==> config.mk <==
export PLATFORM = sky130hd
export DESIGN_NAME = noc_router_buffered
export DESIGN_NICKNAME = d
export VERILOG_FILES = /design/src/rtl/noc_router_buffered.sv
export SDC_FILE = /design/constraint.sdc
export NUM_CORES = 1
export LEC_CHECK = 0
export ABC_AREA = 1
export CAP_MARGIN = 0
export CELL_PAD_IN_SITES_DETAIL_PLACEMENT = 0
export CELL_PAD_IN_SITES_GLOBAL_PLACEMENT = 1
export CORE_MARGIN = 2
export CORE_UTILIZATION = 46
export DETAILED_ROUTE_END_ITERATION = 10
export MAX_ROUTING_LAYER = met4
export PLACE_DENSITY = 0.78
export SLEW_MARGIN = 5
export SYNTH_ARGS = -nofsm -noshare
export SYNTH_HDL_FRONTEND = slang
export SYNTH_SLANG_ARGS = --single-unit
export TNS_END_PERCENT = 30
==> constraint.sdc <==
create_clock -name clk -period 6.5 [get_ports clk]
set_input_delay 0.65 -clock clk [delete_from_list [all_inputs] [get_ports clk]]
set_output_delay 0.65 -clock clk [all_outputs]
set_load 0.05 [all_outputs]
==> src/rtl/noc_router_buffered.sv <==
// noc_router_buffered
// 5-port XY mesh router with one flit FIFO per input, a registered output
// stage per output and round-robin arbitration on each output.
// Port index: 0 Local, 1 North, 2 East, 3 South, 4 West.
// Ports:
//   clk  - clock, all state on the rising edge
//   rst  - asynchronous active-high reset
//   din  - 5 input flits, port p at [p*DATA_WIDTH +: DATA_WIDTH]
//   vin  - input valid per port
//   rout - input ready per port (FIFO not full)
//   dout - 5 registered output flits
//   vout - registered output valid per port
//   rin  - downstream ready per port
module noc_router_buffered #(
    parameter int DATA_WIDTH = 32,
    parameter int COORD_W    = 8,
    parameter int ADDR_X     = 0,
    parameter int ADDR_Y     = 0,
    parameter int FIFO_DEPTH = 4
) (
    input  logic                    clk,
    input  logic                    rst,
    input  logic [5*DATA_WIDTH-1:0] din,
    input  logic [4:0]              vin,
    output logic [4:0]              rout,
    output logic [5*DATA_WIDTH-1:0] dout,
    output logic [4:0]              vout,
    input  logic [4:0]              rin
);
    localparam int PTR_W = $clog2(FIFO_DEPTH);
    localparam int CNT_W = PTR_W + 1;
    localparam logic [COORD_W-1:0] MY_X     = COORD_W'(ADDR_X);
    localparam logic [COORD_W-1:0] MY_Y     = COORD_W'(ADDR_Y);
    localparam logic [CNT_W-1:0]   FULL_CNT = CNT_W'(FIFO_DEPTH);

    // XY route of a header: resolve X first, then Y, else deliver locally.
    function automatic logic [2:0] route_of(input logic [2*COORD_W-1:0] hdr);
        logic [COORD_W-1:0] dx;
        logic [COORD_W-1:0] dy;
        dx = hdr[2*COORD_W-1 -: COORD_W];
        dy = hdr[COORD_W-1:0];
        if (dx < MY_X)      return 3'd4;
        else if (dx > MY_X) return 3'd2;
        else if (dy < MY_Y) return 3'd1;
        else if (dy > MY_Y) return 3'd3;
        else                return 3'd0;
    endfunction

    // Round-robin pick: first set bit of req at or after ptr, modulo 5.
    // Result is {found, index}. Scanning downward lets the nearest win.
    function automatic logic [3:0] rr_pick(input logic [4:0] req, input logic [2:0] ptr);
        logic [3:0] pick;
        logic [3:0] pos;
        pick = 4'd0;
        for (int k = 4; k >= 0; k--) begin
            pos = {1'b0, ptr} + 4'(k);
            if (pos >= 4'd5) pos = pos - 4'd5;
            if (req[pos[2:0]]) pick = {1'b1, pos[2:0]};
        end
        return pick;
    endfunction

    logic [DATA_WIDTH-1:0] r_mem  [5][FIFO_DEPTH];
    logic [PTR_W-1:0]      r_wptr [5];
    logic [PTR_W-1:0]      r_rptr [5];
    logic [CNT_W-1:0]      r_cnt  [5];
    logic [2:0]            r_rr   [5];
    logic [DATA_WIDTH-1:0] r_dout [5];
    logic [4:0]            r_vout;

    logic [4:0]            w_full;
    logic [4:0]            w_empty;
    logic [4:0]            w_push;
    logic [4:0]            w_pop;
    logic [4:0]            w_can_load;
    logic [4:0]            w_gnt;
    logic [DATA_WIDTH-1:0] w_head    [5];
    logic [2:0]            w_route   [5];
    logic [4:0]            w_req     [5];
    logic [3:0]            w_pick    [5];
    logic [2:0]            w_gnt_idx [5];

    // Fullness comes from the registered count only, so a pop in the same
    // cycle never opens a slot for a push into a full FIFO.
    always_comb begin
        for (int p = 0; p < 5; p++) begin
            w_full[p]  = (r_cnt[p] == FULL_CNT);
            w_empty[p] = (r_cnt[p] == '0);
            w_push[p]  = vin[p] & ~w_full[p];
            w_head[p]  = r_mem[p][r_rptr[p]];
            w_route[p] = route_of(w_head[p][DATA_WIDTH-1 -: 2*COORD_W]);
        end
    end

    // Each head requests exactly one output, so at most one grant pops it.
    always_comb begin
        w_pop = '0;
        for (int o = 0; o < 5; o++) begin
            w_can_load[o] = ~r_vout[o] | rin[o];
            for (int i = 0; i < 5; i++) begin
                w_req[o][i] = ~w_empty[i] & (w_route[i] == 3'(o));
            end
            w_pick[o]    = rr_pick(w_req[o], r_rr[o]);
            w_gnt[o]     = w_pick[o][3] & w_can_load[o];
            w_gnt_idx[o] = w_pick[o][2:0];
        end
        for (int o = 0; o < 5; o++) begin
            for (int i = 0; i < 5; i++) begin
                if (w_gnt[o] && (w_gnt_idx[o] == 3'(i))) w_pop[i] = 1'b1;
            end
        end
    end

    // FIFO storage carries no reset; validity is tracked by the counters.
    always_ff @(posedge clk) begin
        for (int p = 0; p < 5; p++) begin
            if (w_push[p]) r_mem[p][r_wptr[p]] <= din[p*DATA_WIDTH +: DATA_WIDTH];
        end
    end

    always_ff @(posedge clk or posedge rst) begin
        if (rst) begin
            for (int p = 0; p < 5; p++) begin
                r_wptr[p] <= '0;
                r_rptr[p] <= '0;
                r_cnt[p]  <= '0;
                r_rr[p]   <= 3'd0;
                r_dout[p] <= '0;
            end
            r_vout <= '0;
        end else begin
            for (int p = 0; p < 5; p++) begin
                if (w_push[p]) r_wptr[p] <= r_wptr[p] + PTR_W'(1);
                if (w_pop[p])  r_rptr[p] <= r_rptr[p] + PTR_W'(1);
                r_cnt[p] <= r_cnt[p] + CNT_W'(w_push[p]) - CNT_W'(w_pop[p]);
            end
            for (int o = 0; o < 5; o++) begin
                if (w_can_load[o]) begin
                    r_vout[o] <= w_gnt[o];
                    if (w_gnt[o]) begin
                        r_dout[o] <= w_head[w_gnt_idx[o]];
                        r_rr[o]   <= (w_gnt_idx[o] == 3'd4) ? 3'd0 : w_gnt_idx[o] + 3'd1;
                    end
                end
            end
        end
    end

    assign rout = ~w_full;
    assign vout = r_vout;

    always_comb begin
        for (int o = 0; o < 5; o++) begin
            dout[o*DATA_WIDTH +: DATA_WIDTH] = r_dout[o];
        end
    end

endmodule

==> Yosys cells after proc, flatten, opt, wreduce, memory -nomap -nowiden <==
Memories as Yosys holds them, arrays and structs flattened.
Index checks and enable logic that the tools add are counted.
{ "op_classes": {"magnitude_cmp": 90, "bitwise": 71, "n_eq_ne": 45, "addsub": 70, "muxes": 200, "reduce_logical": 50} }
{ "op_table": {"columns": ["cell", "n"], "rows": [
  ["two-way mux 32 bit", 25],
  ["two-way mux 128 bit", 5],
  ["binary-select mux 32 bit (select 3 bit)", 5],
  ["binary-select mux 32 bit (select 2 bit)", 5],
  ["demux 32 bit (select 2 bit)", 5],
  ["two-way mux 3 bit", 35],
  ["less-than comparator 3 x 4 -> 1 bit (second input constant)", 25],
  ["two-way mux 4 bit", 25],
  [">= comparator 4 x 3 -> 1 bit (second input constant)", 20],
  ["> comparator 8 x 1 -> 1 bit (second input constant)", 10],
  ["less-than comparator 8 x 1 -> 1 bit (second input constant)", 10],
  ["binary-select mux 1 bit (select 3 bit)", 25],
  ["subtractor 3 bit (second input constant)", 25],
  ["== test 3 x 2 -> 1 bit (second input constant)", 20],
  ["two-way mux 1 bit", 55],
  ["== test 3 bit (second input constant)", 15],
  [">= comparator 3 bit (second input constant)", 15],
  ["zero test 3 bit", 15],
  ["adder 3 x 2 -> 4 bit (second input constant)", 10],
  ["AND 1 bit", 35],
  ["== test 3 x 1 -> 1 bit (second input constant)", 10],
  ["logical AND 1 bit", 30],
  ["two-way mux 2 bit", 15],
  ["NOT 2 -> 3 bit", 10],
  ["13 further kinds", 76]
]} }
{ "word_totals": {"mem_count": 1, "register_bits": 215, "elab_cells": 557, "output_inout_bits": 170, "in_bits": 172, "mem_bits_rw": 640} }
{ "memory_table": {"columns": ["memory", "depth", "word_bits", "read_ports", "rd_clocked_by_memory_dff", "wr", "line_no", "rtl"], "rows": [
  ["r_mem", 5, 128, 5, 0, 5, "63", "logic [DATA_WIDTH-1:0] r_mem [5][FIFO_DEPTH];"]
]} }

==> Depth between registers and ports, before layout <==
{ "logic_depth": {"ltp_word": 26, "mapped_depth": 36, "ltp_nobuf": 33} }

==> Worst setup path after synthesis <==
OpenSTA, ideal clock, no wires.
{ "synth_timing": {"path_kind": "reg2reg", "from": "reg r_rr[3] (netlist name)", "to": "reg r_cnt[5] (netlist name)", "t_arrival_ns": 4.482, "path_slack_ns": 1.889, "stages_incl_launch_ff": 33, "n_path_buf": 3, "synth_period_minus_slack_ns": 4.611, "required_time_ns": 6.371, "setup_ns": 0.129, "cell_sequence": "dfrtp_1 buf_2 inv_1 ha_1 inv_1 fa_1 inv_1 o21ai_0 o21ai_0 inv_1 nand3_1 o21ai_1 inv_2 nand2_1 nand2_1 nand2_2 inv_2 nand3_1 nand2_1 nand2_2 nand2_1 buf_6 buf_2 inv_1 ha_1 ha_1 nand2_1 nand3_1 ha_1 inv_1 ha_1 fa_1 xor2_1"} }
{ "synth_between": {"elab_chain_len": 15, "word_cells_on_any_way": 40, "cone_classes": "add/sub (10); order compare (5); eq/ne (1); mux (22); bitwise (1); reduce/logical (1)"} }
{ "synth_lines": {"columns": ["element", "line_no", "rtl"], "rows": [
  ["from (decl)", "67", "logic [2:0] r_rr [5];"],
  ["from (signal, indexed assignment)", "142", "r_rr[o] <= (w_gnt_idx[o] == 3'd4) ? 3'd0 : w_gnt_idx[o] + 3'd1;"],
  ["adder 3 x 3 -> 4 bit", "56", "pos = {1'b0, ptr} + 4'(k);"],
  [">= comparator 4 x 3 -> 1 bit or subtractor 3 bit (tied branches)", "57", "if (pos >= 4'd5) pos = pos - 4'd5;"],
  ["two-way mux 3 bit", "57", null],
  ["binary-select mux 1 bit (select 3 bit)", "58", "if (req[pos[2:0]]) pick = {1'b1, pos[2:0]};"],
  ["two-way mux 1 bit (implied by the code)", "58", null],
  ["two-way mux 4 bit (4 in a row)", "58", null],
  ["two-way mux 4 bit (*)", "58", null],
  ["== test 3 x 2 -> 1 bit or AND 1 bit (tied branches)", "109, 104", null],
  ["logical AND 1 bit (*)", "109", "if (w_gnt[o] && (w_gnt_idx[o] == 3'(i))) w_pop[i] = 1'b1;"],
  ["two-way mux 1 bit (*) (2 in a row)", "109", null],
  ["named net w_pop[3]", "74", "logic [4:0] w_pop;"],
  ["subtractor 3 x 1 -> 3 bit (*)", "135", "r_cnt[p] <= r_cnt[p] + CNT_W'(w_push[p]) - CNT_W'(w_pop[p]);"],
  ["to (signal, indexed assignment)", "135", null],
  ["to (decl)", "66", "logic [CNT_W-1:0] r_cnt [5];"]
]} }
The timed path passes the listed nets; every way through them passes the cells marked *. The select of a mux whose other input is x is not followed.
A chain may end at the register's enable or synchronous reset.

==> Final worst setup path <==
{ "layout_timing": {"from": "reg r_rptr[8] (netlist name)", "to": "reg r_cnt[11] (netlist name)"} }
{ "layout_between": {"elab_chain_len": 26, "word_cells_on_any_way": 118, "cone_classes": "add/sub (1); order compare (4); eq/ne (9); mux (87); bitwise (11); reduce/logical (6)"} }
{ "layout_lines": {"columns": ["element", "line_no", "rtl"], "rows": [
  ["from (decl)", "65", "logic [PTR_W-1:0] r_rptr [5];"],
  ["from (signal, indexed assignment)", "134", "if (w_pop[p]) r_rptr[p] <= r_rptr[p] + PTR_W'(1);"],
  ["NOT 2 -> 3 bit (implied by the code) (*)", "90", "w_head[p] = r_mem[p][r_rptr[p]];"],
  ["binary-select mux 32 bit (select 2 bit) (*)", "90", null],
  ["two-way mux 32 bit (implied by the code) (*) (2 in a row)", "90", null],
  ["> comparator 8 x 1 -> 1 bit", "45", "else if (dy > MY_Y) return 3'd3;"],
  ["two-way mux 2 bit", "45", null],
  ["two-way mux 2 bit", "44", "else if (dy < MY_Y) return 3'd1;"],
  ["two-way mux 2 bit", "43", "else if (dx > MY_X) return 3'd2;"],
  ["two-way mux 3 bit (*)", "42", "if (dx < MY_X) return 3'd4;"],
  ["(+3 left out)", null, null],
  ["two-way mux 1 bit (implied by the code)", "58", null],
  ["two-way mux 4 bit (5 in a row)", "58", null],
  ["== test 3 x 1 -> 1 bit or AND 1 bit (tied branches)", "109, 104", null],
  ["logical AND 1 bit", "109", null],
  ["two-way mux 1 bit (4 in a row)", "109", null],
  ["two-way mux 1 bit (*)", "109", null],
  ["named net w_pop[1]", "74", null],
  ["subtractor 3 x 1 -> 3 bit (*)", "135", null]
]} }
Marks and branches as above.

==> metrics.txt <==
# TYPE chip_impl_metric gauge
chip_impl_info{name="run_status",value="finished, final reports clean"} 1
chip_impl_metric{name="hold_fix_buffers_cts",unit=""} 0
chip_impl_metric{name="synth_seq_cells",unit=""} 816
chip_impl_metric{name="synth-async-reset-ratio",unit="%"} 21.6
chip_impl_info{name="rsz0062_at_grt",value="no"} 1
chip_impl_metric{name="routed_via_density",unit=""} 5.42
chip_impl_metric{name="gp_routability_congestion",unit=""} 0.950
chip_impl_metric{name="drt_pre_antenna_iters",unit=""} 8
chip_impl_info{name="ys.flop_type",value="sky130_fd_sc_hd__edfxtp_1"} 1
chip_impl_metric{name="synth-edff-count",unit=""} 640
chip_impl_info{name="critical_path_origin",value="r_rptr[8]"} 1
chip_impl_metric{name="cts_htree_levels",unit=""} 3
chip_impl_metric{name="final_min_period_over_clock_period",unit="%"} 89.2
chip_impl_metric{name="synth.yosys.seq_area_share",unit="%"} 62.0
chip_impl_metric{name="cts_inserted_buffers",unit=""} 87
chip_impl_metric{name="xor_and_xnor_area_share_after_synthesis",unit="%"} 0.850
chip_impl_metric{name="multiInputGateArea",unit="um^2"} 12400
chip_impl_metric{name="yosys-mux-area-fraction",unit="%"} 0.0263
chip_impl_metric{name="place.detailed.hpwl",unit="um"} 76400
chip_impl_metric{name="nFillCells",unit=""} 7148
chip_impl_metric{name="slew-limit-headroom",unit="%"} 24.2
chip_impl_info{name="worst_path_max_delay_cell",value="sky130_fd_sc_hd__dfrtp_2"} 1
chip_impl_metric{name="pre_cts_slack",unit="ns"} 0.791
chip_impl_metric{name="worst_ep_required_time",unit="ns"} 7.03
chip_impl_metric{name="route.final.wire_length",unit="um"} 110000
chip_impl_metric{name="layout_setup_ws",unit="ns"} 0.702
chip_impl_metric{name="areaGrowthSynthToFinish",unit="%"} 17.2
chip_impl_metric{name="maxCapViolations",unit=""} 0
chip_impl_metric{name="drive_above_1_share",unit="%"} 7.06
chip_impl_metric{name="grt_max_degree",unit=""} 72
chip_impl_metric{name="synth_compound_area_share",unit="%"} 5.86
chip_impl_metric{name="fp-row-count",unit=""} 105
chip_impl_metric{name="grt_util_all_layers",unit="%"} 26.3
chip_impl_metric{name="placed_cells",unit=""} 5019
chip_impl_metric{name="clk_latency",unit="ns"} 0.67
chip_impl_metric{name="critical_path_peak_fanout",unit=""} 41
chip_impl_metric{name="cts_resized",unit=""} 0
chip_impl_info{name="cts_tree",value="built"} 1
chip_impl_metric{name="stdcell_count",unit=""} 5182
chip_impl_metric{name="cpPeakStageDelay",unit="ns"} 0.79
chip_impl_info{name="combinational_family_with_the_most_area_after_synthesis",value="simple AND/OR/NAND/NOR gates"} 1
chip_impl_info{name="cp-start-kind",value="register"} 1
chip_impl_metric{name="worst_clock_skew",unit="ns"} 0.0288
chip_impl_metric{name="wire_length_of_the_first_global_routing_pass",unit="um"} 164000
chip_impl_metric{name="clock-sinks",unit=""} 816
chip_impl_metric{name="antenna_violating_nets_post_route",unit=""} 0
chip_impl_info{name="criticalPathCategory",value="register to register"} 1
chip_impl_metric{name="syn_avg_cell_area",unit="um^2"} 10.0
chip_impl_metric{name="worst_slew_pin_slew",unit="ns"} 1.13
chip_impl_metric{name="finalSetupViolations",unit=""} 0
chip_impl_metric{name="post_cts_setup_buffer_count",unit=""} 0
chip_impl_metric{name="grt_pass1_vias",unit=""} 26127
chip_impl_info{name="clockRootBuffer",value="sky130_fd_sc_hd__clkbuf_16"} 1
chip_impl_metric{name="finalHoldViolations",unit=""} 0
chip_impl_metric{name="netlist_instances",unit=""} 3806
chip_impl_metric{name="fin_setup_tns",unit="ns"} 0
chip_impl_metric{name="ys_warn_count",unit=""} 0
chip_impl_info{name="netlist.top_cell.by_area",value="sky130_fd_sc_hd__edfxtp_1"} 1
chip_impl_metric{name="placeableCoreArea",unit="um^2"} 82100
chip_impl_metric{name="antenna_found_initial",unit=""} 4
chip_impl_metric{name="finalCriticalPeriod",unit="ns"} 5.80
chip_impl_metric{name="dieArea",unit="um^2"} 85200
chip_impl_info{name="crit_path_most_repeated_cell",value="sky130_fd_sc_hd__nand2_1"} 1
chip_impl_info{name="cp-end-kind",value="register"} 1
chip_impl_info{name="type_of_the_worst_min_delay_path",value="register to register"} 1
chip_impl_metric{name="first_iteration_detailed_routing_drc_count",unit=""} 2930
chip_impl_metric{name="seq_area",unit="um^2"} 23600
chip_impl_metric{name="fp.dieW",unit="um"} 292
chip_impl_metric{name="synth_cell_type_count",unit=""} 47
chip_impl_metric{name="mappedNetlistArea",unit="um^2"} 38100
chip_impl_metric{name="slew_violations",unit=""} 0
chip_impl_metric{name="clkSlewWorstSetupHoldPaths",unit="ns"} 0.07
chip_impl_metric{name="floorplan.initialDensity",unit="%"} 46.4
chip_impl_info{name="yosys.cell_count.top_type",value="sky130_fd_sc_hd__nand2_1"} 1
chip_impl_metric{name="routed_wire_length_per_instance",unit="um"} 21.2
chip_impl_metric{name="route.detailed.drc",unit=""} 0
chip_impl_metric{name="num_vias",unit=""} 28102
chip_impl_metric{name="crit_arrival",unit="ns"} 6.33
chip_impl_info{name="critical_r2r_launch",value="r_rptr[8]"} 1
chip_impl_metric{name="fin_util",unit="%"} 54.4
chip_impl_metric{name="io_pins",unit=""} 342
chip_impl_metric{name="num-nets-final",unit=""} 4288
chip_impl_metric{name="post_synth_fa_ha_maj_area_fraction",unit="%"} 2.72
chip_impl_info{name="synth_area_leaders",value="sky130_fd_sc_hd__edfxtp_1 (50%), sky130_fd_sc_hd__nand2_1 (12%), sky130_fd_sc_hd__dfrtp_1 (12%), sky130_fd_sc_hd__nand3_1 (7.5%), sky130_fd_sc_hd__ha_1 (2.3%)"} 1
chip_impl_metric{name="grt-ovfl-total",unit=""} 0
chip_impl_metric{name="clock_tree.buffer_depth",unit=""} 3
chip_impl_info{name="synth.cells.most_frequent",value="sky130_fd_sc_hd__nand2_1 (1184), sky130_fd_sc_hd__edfxtp_1 (640), sky130_fd_sc_hd__nand3_1 (573)"} 1
chip_impl_metric{name="port-buffer-count",unit=""} 307
chip_impl_metric{name="timing.fmax",unit="GHz"} 0.172
chip_impl_info{name="timing.hold.worst.start",value="dout[38]"} 1
chip_impl_metric{name="post_synth_and_or_nand_nor_area_fraction",unit="%"} 22.5
chip_impl_metric{name="floorplan.die.height",unit="um"} 292
chip_impl_metric{name="synth_largest_type_area_fraction",unit="%"} 50.4
[per-stage QoR]
stage	hold WS [ns]	instance area, um^2
CTS	0.377	44700
floorplan	0.478	38200
global placement	0.364	41800
global route	0.385	44700
detailed placement	0.364	41800
finish	0.373	44700
[cells by family (layout without fill, tap and decap cells)]
family | count (synthesis) | count (layout)
other | 1 | 37
flip-flops | 816 | 816
buffers and inverters | 493 | 763
AO/OA/AOI/OAI | 351 | 351
multiplexers | 1 | 1
adder cells (fa/ha/maj) | 78 | 78
AND/OR/NAND/NOR | 2029 | 2029
XOR/XNOR | 37 | 37
[final cells by class]
| class | instances | share of cell area, % |
|---|---|---|
| Tap cell | 1070 | 3.00 |
| Clock inverter | 46 | 1.07 |
| Multi-Input combinational cell | 2529 | 27.7 |
| Clock buffer | 113 | 5.32 |
| Timing Repair Buffer | 382 | 8.14 |
| Antenna cell | 4 | 0.0224 |
| Inverter | 222 | 1.89 |
| Sequential cell | 816 | 52.9 |
[cells in the final DEF (no fill, tap or decap), types with 5 or more instances in the layout]
| cell type | n |
|---|---|
| sky130_fd_sc_hd__o22ai_1 | 19 |
| sky130_fd_sc_hd__clkinv_1 | 14 |
| sky130_fd_sc_hd__clkinvlp_4 | 5 |
| sky130_fd_sc_hd__dfrtp_2 | 5 |
| sky130_fd_sc_hd__a21oi_1 | 127 |
| sky130_fd_sc_hd__nor2_2 | 29 |
| sky130_fd_sc_hd__o22a_1 | 8 |
| sky130_fd_sc_hd__nand4_1 | 40 |
| sky130_fd_sc_hd__clkdlybuf4s50_1 | 307 |
| sky130_fd_sc_hd__clkbuf_1 | 17 |
| sky130_fd_sc_hd__nand2_1 | 1182 |
| sky130_fd_sc_hd__ha_1 | 70 |
| sky130_fd_sc_hd__a32o_1 | 64 |
| sky130_fd_sc_hd__clkbuf_16 | 88 |
| sky130_fd_sc_hd__bufinv_16 | 5 |
| sky130_fd_sc_hd__o211ai_1 | 9 |
| sky130_fd_sc_hd__nand3_1 | 572 |
| sky130_fd_sc_hd__dfrtp_1 | 171 |
| sky130_fd_sc_hd__inv_1 | 201 |
| sky130_fd_sc_hd__buf_4 | 75 |
| sky130_fd_sc_hd__nor2_1 | 165 |
| sky130_fd_sc_hd__inv_2 | 18 |
| sky130_fd_sc_hd__xnor2_1 | 6 |
| sky130_fd_sc_hd__fa_1 | 8 |
| sky130_fd_sc_hd__o21ai_1 | 13 |
| sky130_fd_sc_hd__nand3b_1 | 5 |
| sky130_fd_sc_hd__clkbuf_8 | 8 |
| sky130_fd_sc_hd__nor3_1 | 9 |
| sky130_fd_sc_hd__xor2_1 | 31 |
| sky130_fd_sc_hd__edfxtp_1 | 640 |
| sky130_fd_sc_hd__conb_1 | 33 |
| sky130_fd_sc_hd__o21ai_0 | 93 |
| sky130_fd_sc_hd__nand2_2 | 18 |
| sky130_fd_sc_hd__a21o_1 | 5 |
| sky130_fd_sc_hd__o31ai_1 | 5 |
| sky130_fd_sc_hd__clkinv_2 | 10 |
[worst paths after layout]
path,slack (ns),to,cells after the start
worst max-delay path,0.70,r_cnt[11],29
worst min-delay path,0.37,dout[38],0
worst max register to register,0.70,r_cnt[11],29
worst min register to register,0.37,dout[38],0
max in group asynchronous,4.83,r_rptr[6],3
min in group asynchronous,0.45,vout[1],2
[flip-flops by register name, summed over array words and instances, names as in the netlist]
register,count
r_rptr,10
dout,128
r_mem,640
vout,4
r_cnt,15
r_rr,9
r_wptr,10
[worst max-delay path, delay by kind of cell (launching register included)]
| family | cells | cell delay, ns |
|---|---|---|
| simple gates | 16 | 2.32 |
| buf+inv | 6 | 1.01 |
| fa+ha+maj | 4 | 0.93 |
| flops | 1 | 0.79 |
| compound gates | 2 | 0.41 |
| xor+xnor | 1 | 0.17 |
[metal layers]
layer | up-vias | track usage, % | wire length (um)
met3 | 179 | 3.90 | 6940
met5 | - | - | 0
met1 | 13533 | 35.2 | 47000
met4 | 0 | 9.64 | 4180
li1 | 13379 | - | -
met2 | 1011 | 40.9 | 51700
Power is left out: the tool's default activity adds up to more than one toggle a clock period on the data nets, which glitch-free logic cannot reach.
